### src/rtl/uart_tx_arbiter_if.sv
// uart_tx_arbiter_if: requester handshake plus UART transmit signals shared with the arbiter
interface uart_tx_arbiter_if #(
   parameter int N      = 4,
   parameter int DATA_W = 8
);
   logic [N-1:0]        req_valid;
   logic [N*DATA_W-1:0] req_data;
   logic [N-1:0]        req_ready;
   logic [DATA_W-1:0]   o_tx_data;
   logic                o_tx_stb;
   logic                i_tx_busy;
   modport slave  (input req_valid, req_data, i_tx_busy, output req_ready, o_tx_data, o_tx_stb);
   modport master (output req_valid, req_data, i_tx_busy, input req_ready, o_tx_data, o_tx_stb);
endinterface

### src/rtl/uart_tx_arbiter.sv
// uart_tx_arbiter: round-robin scheduler sharing one UART transmit port among N requesters
module uart_tx_arbiter #(
   parameter int  N           = 4,
   parameter int  DATA_W      = 8,
   parameter int  ACK_TIMEOUT = 16,
   localparam int GW          = $clog2(N)
) (
   input  logic             clk,
   input  logic             rst,
   uart_tx_arbiter_if.slave bus,
   output logic [GW-1:0]    o_grant_id,
   output logic             o_active,
   output logic             o_timeout,
   output logic [15:0]      o_tx_count
);
   localparam int          CW  = $clog2(ACK_TIMEOUT);
   localparam logic [GW:0] NV  = (GW+1)'(N);
   localparam logic [GW:0] ONE = (GW+1)'(1);
   typedef enum logic [1:0] {IDLE, STROBE, WAIT_BUSY, WAIT_DONE} state_t;
   state_t            r_state, w_next;
   logic [GW-1:0]     r_last, r_grant, w_win;
   logic [GW:0]       w_sh, w_off, w_sum;
   logic [N-1:0]      w_rot, w_onehot, r_ready;
   logic [DATA_W-1:0] w_wdata, r_data;
   logic [CW-1:0]     r_cnt;
   logic [15:0]       r_tx_count;
   logic              r_stb, r_active, r_timeout, w_grant, w_timeout, w_done;

   assign bus.req_ready = r_ready;
   assign bus.o_tx_data = r_data;
   assign bus.o_tx_stb  = r_stb;
   assign o_grant_id    = r_grant;
   assign o_active      = r_active;
   assign o_timeout     = r_timeout;
   assign o_tx_count    = r_tx_count;

   // rotate requests so bit 0 is the requester just after the last winner, then take the lowest set bit
   always_comb begin
      w_sh     = {1'b0, r_last} + ONE;
      w_rot    = N'({bus.req_valid, bus.req_valid} >> w_sh);
      w_off    = '0;
      for (int k = N - 1; k >= 0; k--) if (w_rot[k]) w_off = (GW+1)'(k);
      w_sum    = w_sh + w_off;
      w_win    = GW'((w_sum >= NV) ? w_sum - NV : w_sum);
      w_onehot = '0;
      w_wdata  = '0;
      for (int k = 0; k < N; k++) begin
         if (w_win == GW'(k)) begin
            w_onehot[k] = 1'b1;
            w_wdata     = bus.req_data[k*DATA_W +: DATA_W];
         end
      end
   end

   // next state plus the grant, timeout and frame-complete events that drive the registered outputs
   always_comb begin
      w_next    = r_state;
      w_grant   = 1'b0;
      w_timeout = 1'b0;
      w_done    = 1'b0;
      case (r_state)
         IDLE: if (!bus.i_tx_busy && |bus.req_valid) begin
            w_next  = STROBE;
            w_grant = 1'b1;
         end
         STROBE: w_next = WAIT_BUSY;
         WAIT_BUSY: if (bus.i_tx_busy) w_next = WAIT_DONE;
            else if (r_cnt == CW'(ACK_TIMEOUT - 1)) begin
               w_next    = IDLE;
               w_timeout = 1'b1;
            end
         default: if (!bus.i_tx_busy) begin
            w_next = IDLE;
            w_done = 1'b1;
         end
      endcase
   end

   // state and all outputs are flops; reset clears them immediately, and last=N-1 makes requester 0 win first
   always_ff @(posedge clk or negedge rst) begin
      if (!rst) begin
         r_state    <= IDLE;
         r_last     <= GW'(N - 1);
         r_grant    <= '0;
         r_data     <= '0;
         r_ready    <= '0;
         r_stb      <= 1'b0;
         r_active   <= 1'b0;
         r_timeout  <= 1'b0;
         r_cnt      <= '0;
         r_tx_count <= '0;
      end else begin
         r_state   <= w_next;
         r_stb     <= (w_next == STROBE);
         r_ready   <= w_grant ? w_onehot : '0;
         r_active  <= (w_next != IDLE);
         r_timeout <= w_timeout;
         r_cnt     <= (r_state == WAIT_BUSY) ? r_cnt + CW'(1) : '0;
         if (w_grant) begin
            r_data  <= w_wdata;
            r_grant <= w_win;
            r_last  <= w_win;
         end
         if (w_done) r_tx_count <= r_tx_count + 16'd1;
      end
   end
endmodule

### src/flat_wrapper.sv
// flat-port wrapper written by rule: the top's interface ports become plain ports
module uart_tx_arbiter_flat 
#(
   parameter int  N           = 4,
   parameter int  DATA_W      = 8,
   parameter int  ACK_TIMEOUT = 16,
   localparam int GW          = $clog2(N)
)
  (clk, rst, o_grant_id, o_active, o_timeout, o_tx_count, bus_req_valid, bus_req_data, bus_i_tx_busy, bus_req_ready, bus_o_tx_data, bus_o_tx_stb);
  uart_tx_arbiter_if #(.N(N), .DATA_W(DATA_W)) bus_i ();
  input  logic clk;
  input  logic rst;
  output logic [GW-1:0] o_grant_id;
  output logic o_active;
  output logic o_timeout;
  output logic [15:0] o_tx_count;
  input wire logic [$bits(bus_i.req_valid)-1:0] bus_req_valid;
  input wire logic [$bits(bus_i.req_data)-1:0] bus_req_data;
  input wire logic [$bits(bus_i.i_tx_busy)-1:0] bus_i_tx_busy;
  output wire logic [$bits(bus_i.req_ready)-1:0] bus_req_ready;
  output wire logic [$bits(bus_i.o_tx_data)-1:0] bus_o_tx_data;
  output wire logic [$bits(bus_i.o_tx_stb)-1:0] bus_o_tx_stb;
  assign bus_i.req_valid = bus_req_valid;
  assign bus_i.req_data = bus_req_data;
  assign bus_i.i_tx_busy = bus_i_tx_busy;
  assign bus_req_ready = bus_i.req_ready;
  assign bus_o_tx_data = bus_i.o_tx_data;
  assign bus_o_tx_stb = bus_i.o_tx_stb;
  uart_tx_arbiter #(.N(N), .DATA_W(DATA_W), .ACK_TIMEOUT(ACK_TIMEOUT)) u_core (.clk(clk), .rst(rst), .bus(bus_i), .o_grant_id(o_grant_id), .o_active(o_active), .o_timeout(o_timeout), .o_tx_count(o_tx_count));
endmodule
### config.mk
export PLATFORM = sky130hd
export DESIGN_NAME = uart_tx_arbiter_flat
export DESIGN_NICKNAME = d
export VERILOG_FILES = /design/src/rtl/uart_tx_arbiter_if.sv /design/src/rtl/uart_tx_arbiter.sv /design/src/flat_wrapper.sv
export SDC_FILE = /design/constraint.sdc
export NUM_CORES = 1
export LEC_CHECK = 0
export ABC_CLOCK_PERIOD_IN_PS = 3500
export CORE_AREA = 2 2 69 84
export CTS_BUF_LIST = sky130_fd_sc_hd__clkbuf_16
export DETAILED_ROUTE_END_ITERATION = 16
export DIE_AREA = 0 0 71 86
export GPL_ROUTABILITY_DRIVEN = 0
export PLACE_DENSITY_LB_ADDON = 0.1
export SLEW_MARGIN = 20
export SYNTH_ARGS = -nofsm -noshare
export SYNTH_HDL_FRONTEND = slang
export SYNTH_SLANG_ARGS = --single-unit
### constraint.sdc
create_clock -name clk -period 3.5 [get_ports clk]
set_input_delay 0.35 -clock clk [delete_from_list [all_inputs] [get_ports clk]]
set_output_delay 0.35 -clock clk [all_outputs]
set_load 0.03 [all_outputs]
==> flow_metrics.py, run 1 <==
metrics = {
    "clocking": {
        "clkSinkCount": 41,
        "clk_pin_slew_worst_paths_ns": 0.06,
        "cts-hold-fix-buffers": 0,
        "clkLatencyLatePin_ns": 0.28,
        "cts_tree": "done",
        "cts_resized": 0,
        "cts_root_buf": "clkbuf_16",
        "cts_htree_levels": 2,
        "cts_buffers": 5,
        "cts_setup_buffers": 0,
        "cts_buffer_depth": 2,
    },
    "drt": {
        "wl_per_cell_um": 14.6,
        "route.detailed.drc": 0,
        "routed_wl_um": 5090,
        "dr.first_iter.drc_count": 81,
        "num_vias": 1843,
        "ant_nets": 0,
        "via_per_inst": 5.30,
        "first_pass_iters": 4,
    },
    "cells_and_area": {
        "area_delta_synth_final_pct": 39.9,
        "fillCellCount": 439,
        "final_cell_area_um2": 3190,
        "final_util": 0.607,
        "drive_above_1_share": 0.140,
        "nets": 327,
        "diodes": 0,
    },
    "setup_path": {
        "cp-start-kind": "input port",
        "crit_cells": 10,
        "startpoint": "bus_req_valid[2]",
        "crit_family": "compound AO/OA/AOI/OAI gates",
        "r2r_setup_slack_ns": 0.67,
        "reg2reg_depth": 9,
        "cp_num_buf_inv": 1,
        "rr_endpoint": "u_core.bus.o_tx_data[1]$_DFFE_PN0P_",
        "cp_slowest_stage_delay_ns": 0.60,
        "cp_max_fo": 14,
        "regToRegStartpoint": "u_core.r_last[1]$_DFFE_PN1P_",
        "cp-end-kind": "register",
        "crit_chain": "clkdlybuf4s50_1 -> nor2b_1 -> a21oi_1 -> o221ai_1 -> o21ai_0 -> ha_1 -> xor2_1 -> nand4_2 -> a31o_2 -> o311ai_2",
        "crit_type": "in -> reg",
        "crit_arrival_ns": 3.04,
        "critPathSlowestCell": "clkdlybuf4s50_1",
        "required_ns": 3.68,
        "critPathCapture": "u_core.bus.o_tx_data[1]$_DFFE_PN0P_",
    },
    "global_routing": {
        "grt_use_total": 0.177,
        "grt_pass1_wl_um": 8590,
        "grt.busiest_layer": "met2",
        "met1_usage": 0.205,
        "antenna_found_initial": 0,
        "grt_use_met2": 0.322,
        "grt_max_degree": 42,
        "grt_util_met3": 0.0306,
        "overflow": 0,
        "first_global_vias": 1881,
    },
    "floorplan": {
        "fp.dieW_um": 71,
        "die_area_um2": 6110,
        "core_area_um2": 5260,
        "initial_core_util": 0.434,
        "ioPinCount": 72,
        "num_rows": 29,
        "die_y_um": 86,
    },
    "place": {
        "post-place-ws_ns": 0.333,
        "io_buffer_count": 71,
        "dpl_cell_area_um2": 3030,
        "dp_hpwl_um": 3870,
    },
    "synthesis": {
        "synth_top_cell_by_area": "dfrtp_1",
        "syn_area_um2": 2280,
        "synth_edf_count": 0,
        "yosysTopAreaCellShare": 0.428,
        "synth_area_per_cell_um2": 10.7,
        "yosys_warnings": 0,
        "ys_types": 45,
        "yosys-top-cells-area": "dfrtp_1 43%, nand2_1 4.1%, xnor2_1 3.8%",
        "synth_seq_cells": 41,
        "synth_ff_type": "dfrtp_1",
        "yosysMostFrequentCell": "dfrtp_1",
        "synth_fp_nets": 256,
        "synthArstFlopShare": 1.00,
        "netlist_top_cells_count": "39 x dfrtp_1, 25 x nand2_1, 12 x nor2b_1",
        "synthCells": 214,
        "ys_seq_area_frac": 0.451,
    },
    "sta": {
        "finClkSkew_ns": 0.00257,
        "final-setup-viol-count": 0,
        "tightest_slew_ns": 0.898,
        "rsz0062_at_grt": "false",
        "slew-limit-headroom": 0.402,
        "hold_viol_final": 0,
        "fin_ws_ns": 0.637,
        "fmax_ghz": 0.349,
        "fin_tns_setup_ns": 0,
        "timing.final.crit_share": 0.818,
        "drv_slew": 0,
        "fin_crit_ns": 2.86,
    },
    "run": {
        "drv_cap": 0,
    },
    "worst_hold_path": {
        "hp-class": "in -> async",
    },
    "power_and_ir_drop": {
        "p_switching_w": 0.00103,
        "power.density_nw_per_um2": 778,
        "sw_frac_of_total": 0.413,
        "p_leak_nw": 1.37,
        "p_int_w": 0.00146,
        "irDropWorstVdd_mv": 0.428,
        "p_seq_frac": 0.293,
        "pwr-share-clk": 0.206,
        "p_comb_frac": 0.501,
    },
    "status": {
        "status": "completed",
    },
}
==> worst register-to-register path, delay by kind of cell, from the launching register on <==
kind            cells  cell delay (ns)
compound gates      5             1.02
simple gates        2             0.59
flops               1             0.67
xor+xnor            1             0.23
fa+ha+maj           1             0.22
==> power by group through the flow <==
stage          combinational (W)  sequential, W  clock [W]
2_1_floorplan           0.000767       0.000880          0
3_3_place_gp             0.00123       0.000735          0
3_5_place_dp             0.00126       0.000735          0
4_1_cts                  0.00126       0.000728   0.000521
5_1_grt                  0.00136       0.000746   0.000539
6_report                 0.00125       0.000728   0.000512
==> metal layers <==
metal  vias to the layer above  share of wire
met2                        54           0.52
li1                        917              -
met5                         -              0
met4                         0          0.017
met1                       866           0.42
met3                         6          0.040
==> placed cells by master (no fill, tap or decap), types with 3 or more instances in the layout <==
master           count
a21oi_1              3
a221oi_1             4
a221oi_2             4
a31o_2               4
a31oi_1              5
and3_1               4
and4b_1              4
buf_4                6
clkbuf_16            5
clkdlybuf4s50_1     70
dfrtp_1             39
ha_1                 3
inv_1                8
nand2_1             25
nand3_1              8
nand4_1              5
nor2_1              11
nor2b_1             12
nor3_1               5
o21ai_1              4
o311ai_2             4
o31ai_2              5
xnor2_1             10
xor2_1               9
==> how the worst min path moves through the flow <==
stage / to / slack, ns / depth (start not counted)
floorplan: u_core.bus.o_tx_data[0]$_DFFE_PN0P_ / 0.05 / 0
global placement: u_core.r_cnt[0]$_DFF_PN0_ / 0.45 / 1
detailed placement: u_core.r_cnt[0]$_DFF_PN0_ / 0.45 / 1
CTS: u_core.o_tx_count[0]$_DFFE_PN0P_ / 0.23 / 1
global route: u_core.o_tx_count[0]$_DFFE_PN0P_ / 0.28 / 1
finish: u_core.o_tx_count[0]$_DFFE_PN0P_ / 0.19 / 1
==> cell type report <==
type,instances,area [um2],area share
Clock buffer,5,125,0.0392
Clock inverter,3,38.8,0.0121
Inverter,7,26.3,0.00823
Multi-Input combinational cell,153,1150,0.359
Sequential cell,41,1030,0.322
Tap cell,62,77.6,0.0243
Timing Repair Buffer,77,751,0.235
==> kinds of logic after synthesis <==
| group | synth area share |
|---|---|
| buf+inv | 0.0521 |
| mux | 0.00439 |
| xor+xnor | 0.0729 |
| fa+ha+maj | 0.0164 |
| simple gates | 0.220 |
| compound gates | 0.184 |
| flops | 0.451 |
==> flip-flops by register name, indices dropped and copies added (netlist names) <==
register and cells:
u_core.r_state 2, u_core.r_last 2, u_core.o_tx_count 16, u_core.o_timeout 1
u_core.bus.o_tx_data 8, u_core.o_active 1, u_core.o_grant_id 2, u_core.bus.o_tx_stb 1
u_core.bus.req_ready 4, u_core.r_cnt 4
==> stage by stage <==
stage | std cells | hold slack (ns) | power, W
after floorplan | 214 | 0.0544 | 0.00165
after global placement | 340 | 0.448 | 0.00197
after detailed placement | 340 | 0.451 | 0.00199
after CTS | 348 | 0.232 | 0.00251
after global routing | 348 | 0.280 | 0.00265
final | 348 | 0.192 | 0.00249
Power figures use the tool's default switching activity.
==> run 2: changes to the inputs <==
--- a/config.mk
+++ b/config.mk
@@ -5,11 +5,11 @@
 export SDC_FILE = /design/constraint.sdc
 export NUM_CORES = 1
 export LEC_CHECK = 0
-export ABC_CLOCK_PERIOD_IN_PS = 3500
-export CORE_AREA = 2 2 69 84
+export ABC_CLOCK_PERIOD_IN_PS = 2500
+export CORE_AREA = 2 2 71 86
 export CTS_BUF_LIST = sky130_fd_sc_hd__clkbuf_16
 export DETAILED_ROUTE_END_ITERATION = 16
-export DIE_AREA = 0 0 71 86
+export DIE_AREA = 0 0 73 88
 export GPL_ROUTABILITY_DRIVEN = 0
 export PLACE_DENSITY_LB_ADDON = 0.1
 export SLEW_MARGIN = 20
==> constraint.sdc (replaced) <==
create_clock -name clk -period 2.5 [get_ports clk]
set_input_delay 0.25 -clock clk [delete_from_list [all_inputs] [get_ports clk]]
set_output_delay 0.25 -clock clk [all_outputs]
set_load 0.03 [all_outputs]
==> run 2 against run 1 <==
Core utilization shrank 0.67 points. Register-to-register slack lost 0.49 ns. Power grew 52%. Global-route usage shrank 0.27 points. First-iteration DRC count shrank 25%. Hold slack lost 0.080 ns. Design area grew 5.1%. Critical path type unchanged. Largest cell class unchanged.
==> flow_metrics.py, run 2 (synthesis results as in run 1) <==
metrics = {
    "global_routing": {
        "grt_util_met3": 0.0334,
        "antenna_found_initial": 0,
        "met1_usage": 0.219,
        "grt_use_total": 0.174,
        "first_global_vias": 1900,
        "grt_use_met2": 0.303,
        "grt_pass1_wl_um": 8740,
        "overflow": 0,
        "grt.busiest_layer": "met2",
        "grt_max_degree": 42,
    },
    "cells_and_area": {
        "nets": 340,
        "final_cell_count_no_fill": 363,
        "largest_reg_flops": 16,
        "area_delta_synth_final_pct": 47.1,
        "final_common_cell": "clkdlybuf4s50_1",
        "fillCellCount": 495,
        "final_cell_area_um2": 3360,
        "drive_above_1_share": 0.187,
        "regArea_um2": 1030,
        "most-common-layout-cells": "70 x clkdlybuf4s50_1, 39 x dfrtp_1, 25 x nand2_1",
        "multi_input_area_um2": 1190,
        "diodes": 0,
    },
    "drt": {
        "route.detailed.drc": 0,
        "routed_wl_um": 5250,
        "via_per_inst": 5.26,
        "dr.first_iter.drc_count": 61,
        "first_pass_iters": 4,
        "ant_nets": 0,
        "wl_per_cell_um": 14.5,
        "num_vias": 1911,
    },
    "place": {
        "dpl.cell_count": 355,
        "dp_hpwl_um": 3880,
        "dpl_cell_area_um2": 3140,
        "io_buffer_count": 71,
    },
    "power_and_ir_drop": {
        "power.density_nw_per_um2": 1120,
        "p_leak_nw": 1.45,
        "sw_frac_of_total": 0.402,
        "p_switching_w": 0.00152,
        "p_seq_frac": 0.264,
        "p_int_w": 0.00225,
        "pwr-share-clk": 0.185,
        "irDropWorstVdd_mv": 0.698,
        "p_comb_frac": 0.551,
    },
    "clocking": {
        "cts_root_buf": "clkbuf_16",
        "cts_tree": "done",
        "cts_buffer_depth": 2,
        "clkSinkCount": 41,
        "clk_pin_slew_worst_paths_ns": 0.06,
        "cts_buffers": 5,
        "cts_htree_levels": 2,
        "clkLatencyLatePin_ns": 0.28,
    },
    "sta": {
        "tightest_slew_ns": 0.913,
        "fmax_ghz": 0.422,
        "hold_viol_final": 0,
        "fin_crit_ns": 2.37,
        "final-setup-viol-count": 0,
        "slew-limit-headroom": 0.391,
        "drv_slew": 0,
        "timing.final.crit_share": 0.948,
        "finClkSkew_ns": 0.00587,
    },
    "floorplan": {
        "ioPinCount": 72,
        "die_area_um2": 6420,
        "fp.dieW_um": 73,
        "initial_core_util": 0.408,
        "die_y_um": 88,
        "num_rows": 30,
        "core_area_um2": 5590,
    },
    "status": {
        "status": "completed",
    },
    "setup_path": {
        "required_ns": 2.66,
        "crit_arrival_ns": 2.53,
        "crit_type": "in -> reg",
        "cp-start-kind": "input port",
        "cp_max_fo": 6,
        "cp-end-kind": "register",
    },
    "run": {
        "drv_cap": 0,
    },
    "worst_hold_path": {
        "hp-class": "in -> async",
    },
}
## run 2: cell type report
cell class / instances / share of cell area
Clock buffer: 5 / 0.0373
Clock inverter: 3 / 0.0112
Inverter: 7 / 0.00783
Multi-Input combinational cell: 153 / 0.356
Sequential cell: 41 / 0.306
Tap cell: 64 / 0.0239
Timing Repair Buffer: 90 / 0.258
## run 2: timing repair
action                     CTS  global route
hold buffers                 0             0
setup endpoints to repair    4            12
resized for setup            2             7
pin swaps                    0             2
buffers inserted             0             0
## run 2: critical path, stage by stage
cell and delay, ns:
clkdlybuf4s50_1 0.47, or2b_1 0.23, a21oi_1 0.14, o221ai_1 0.12
o21ai_1 0.11, ha_2 0.28, xor2_4 0.22, nand4_4 0.18
buf_6 0.18, a221oi_2 0.26, o31ai_2 0.09
## run 2: power groups by stage
stage	sequential (W)	clock, W	combinational [W]
3_5_place_dp	0.00100	0	0.00199
5_1_grt	0.00103	0.000744	0.00225
3_3_place_gp	0.00101	0	0.00196
6_report	0.000997	0.000696	0.00208
2_1_floorplan	0.00123	0	0.00107
4_1_cts	0.000999	0.000716	0.00203
## run 2: layer usage
metal,wire length [um],up-vias
met5,0,-
met4,42,0
met3,212,5
met2,2680,57
met1,2310,912
li1,-,937
## run 2: path summary, 6_finish.rpt
| kind | from | endpoint | slack, ns | cells after the start |
|---|---|---|---|---|
| worst max-delay path | bus_req_valid[1] | u_core.bus.o_tx_data[7]$_DFFE_PN0P_ | 0.13 | 11 |
| worst min-delay path | rst | u_core.bus.o_tx_data[4]$_DFFE_PN0P_ | 0.11 | 1 |
| worst max register to register | u_core.r_last[1]$_DFFE_PN1P_ | u_core.bus.o_tx_data[0]$_DFFE_PN0P_ | 0.18 | 10 |
| worst min register to register | u_core.r_cnt[0]$_DFF_PN0_ | u_core.r_cnt[0]$_DFF_PN0_ | 0.47 | 1 |
| max in group asynchronous | rst | u_core.bus.o_tx_data[1]$_DFFE_PN0P_ | 1.82 | 1 |
| min in group clk | u_core.r_cnt[0]$_DFF_PN0_ | u_core.r_cnt[0]$_DFF_PN0_ | 0.47 | 1 |
## run 2: stage by stage
stage | setup TNS, ns | worst slack (ns) | util | total power (W) | hold slack, ns
floorplan | 0 | 0.0669 | - | 0.00231 | -0.0456
global placement | -2.28 | -0.290 | 0.562 | 0.00297 | 0.433
detailed placement | -2.71 | -0.332 | 0.562 | 0.00300 | 0.440
CTS | 0 | 0.0601 | 0.594 | 0.00375 | 0.140
global route | -0.0181 | -0.00801 | 0.600 | 0.00402 | 0.196
finish | 0 | 0.130 | 0.600 | 0.00377 | 0.113
==> run 3: changes to the inputs <==
--- a/config.mk
+++ b/config.mk
@@ -12,7 +12,6 @@
 export DIE_AREA = 0 0 73 88
 export GPL_ROUTABILITY_DRIVEN = 0
 export PLACE_DENSITY_LB_ADDON = 0.1
-export SLEW_MARGIN = 20
 export SYNTH_ARGS = -nofsm -noshare
 export SYNTH_HDL_FRONTEND = slang
 export SYNTH_SLANG_ARGS = --single-unit
==> results of run 3 <==
No change in the layout: final DEF, timing and power equal those of run 2.
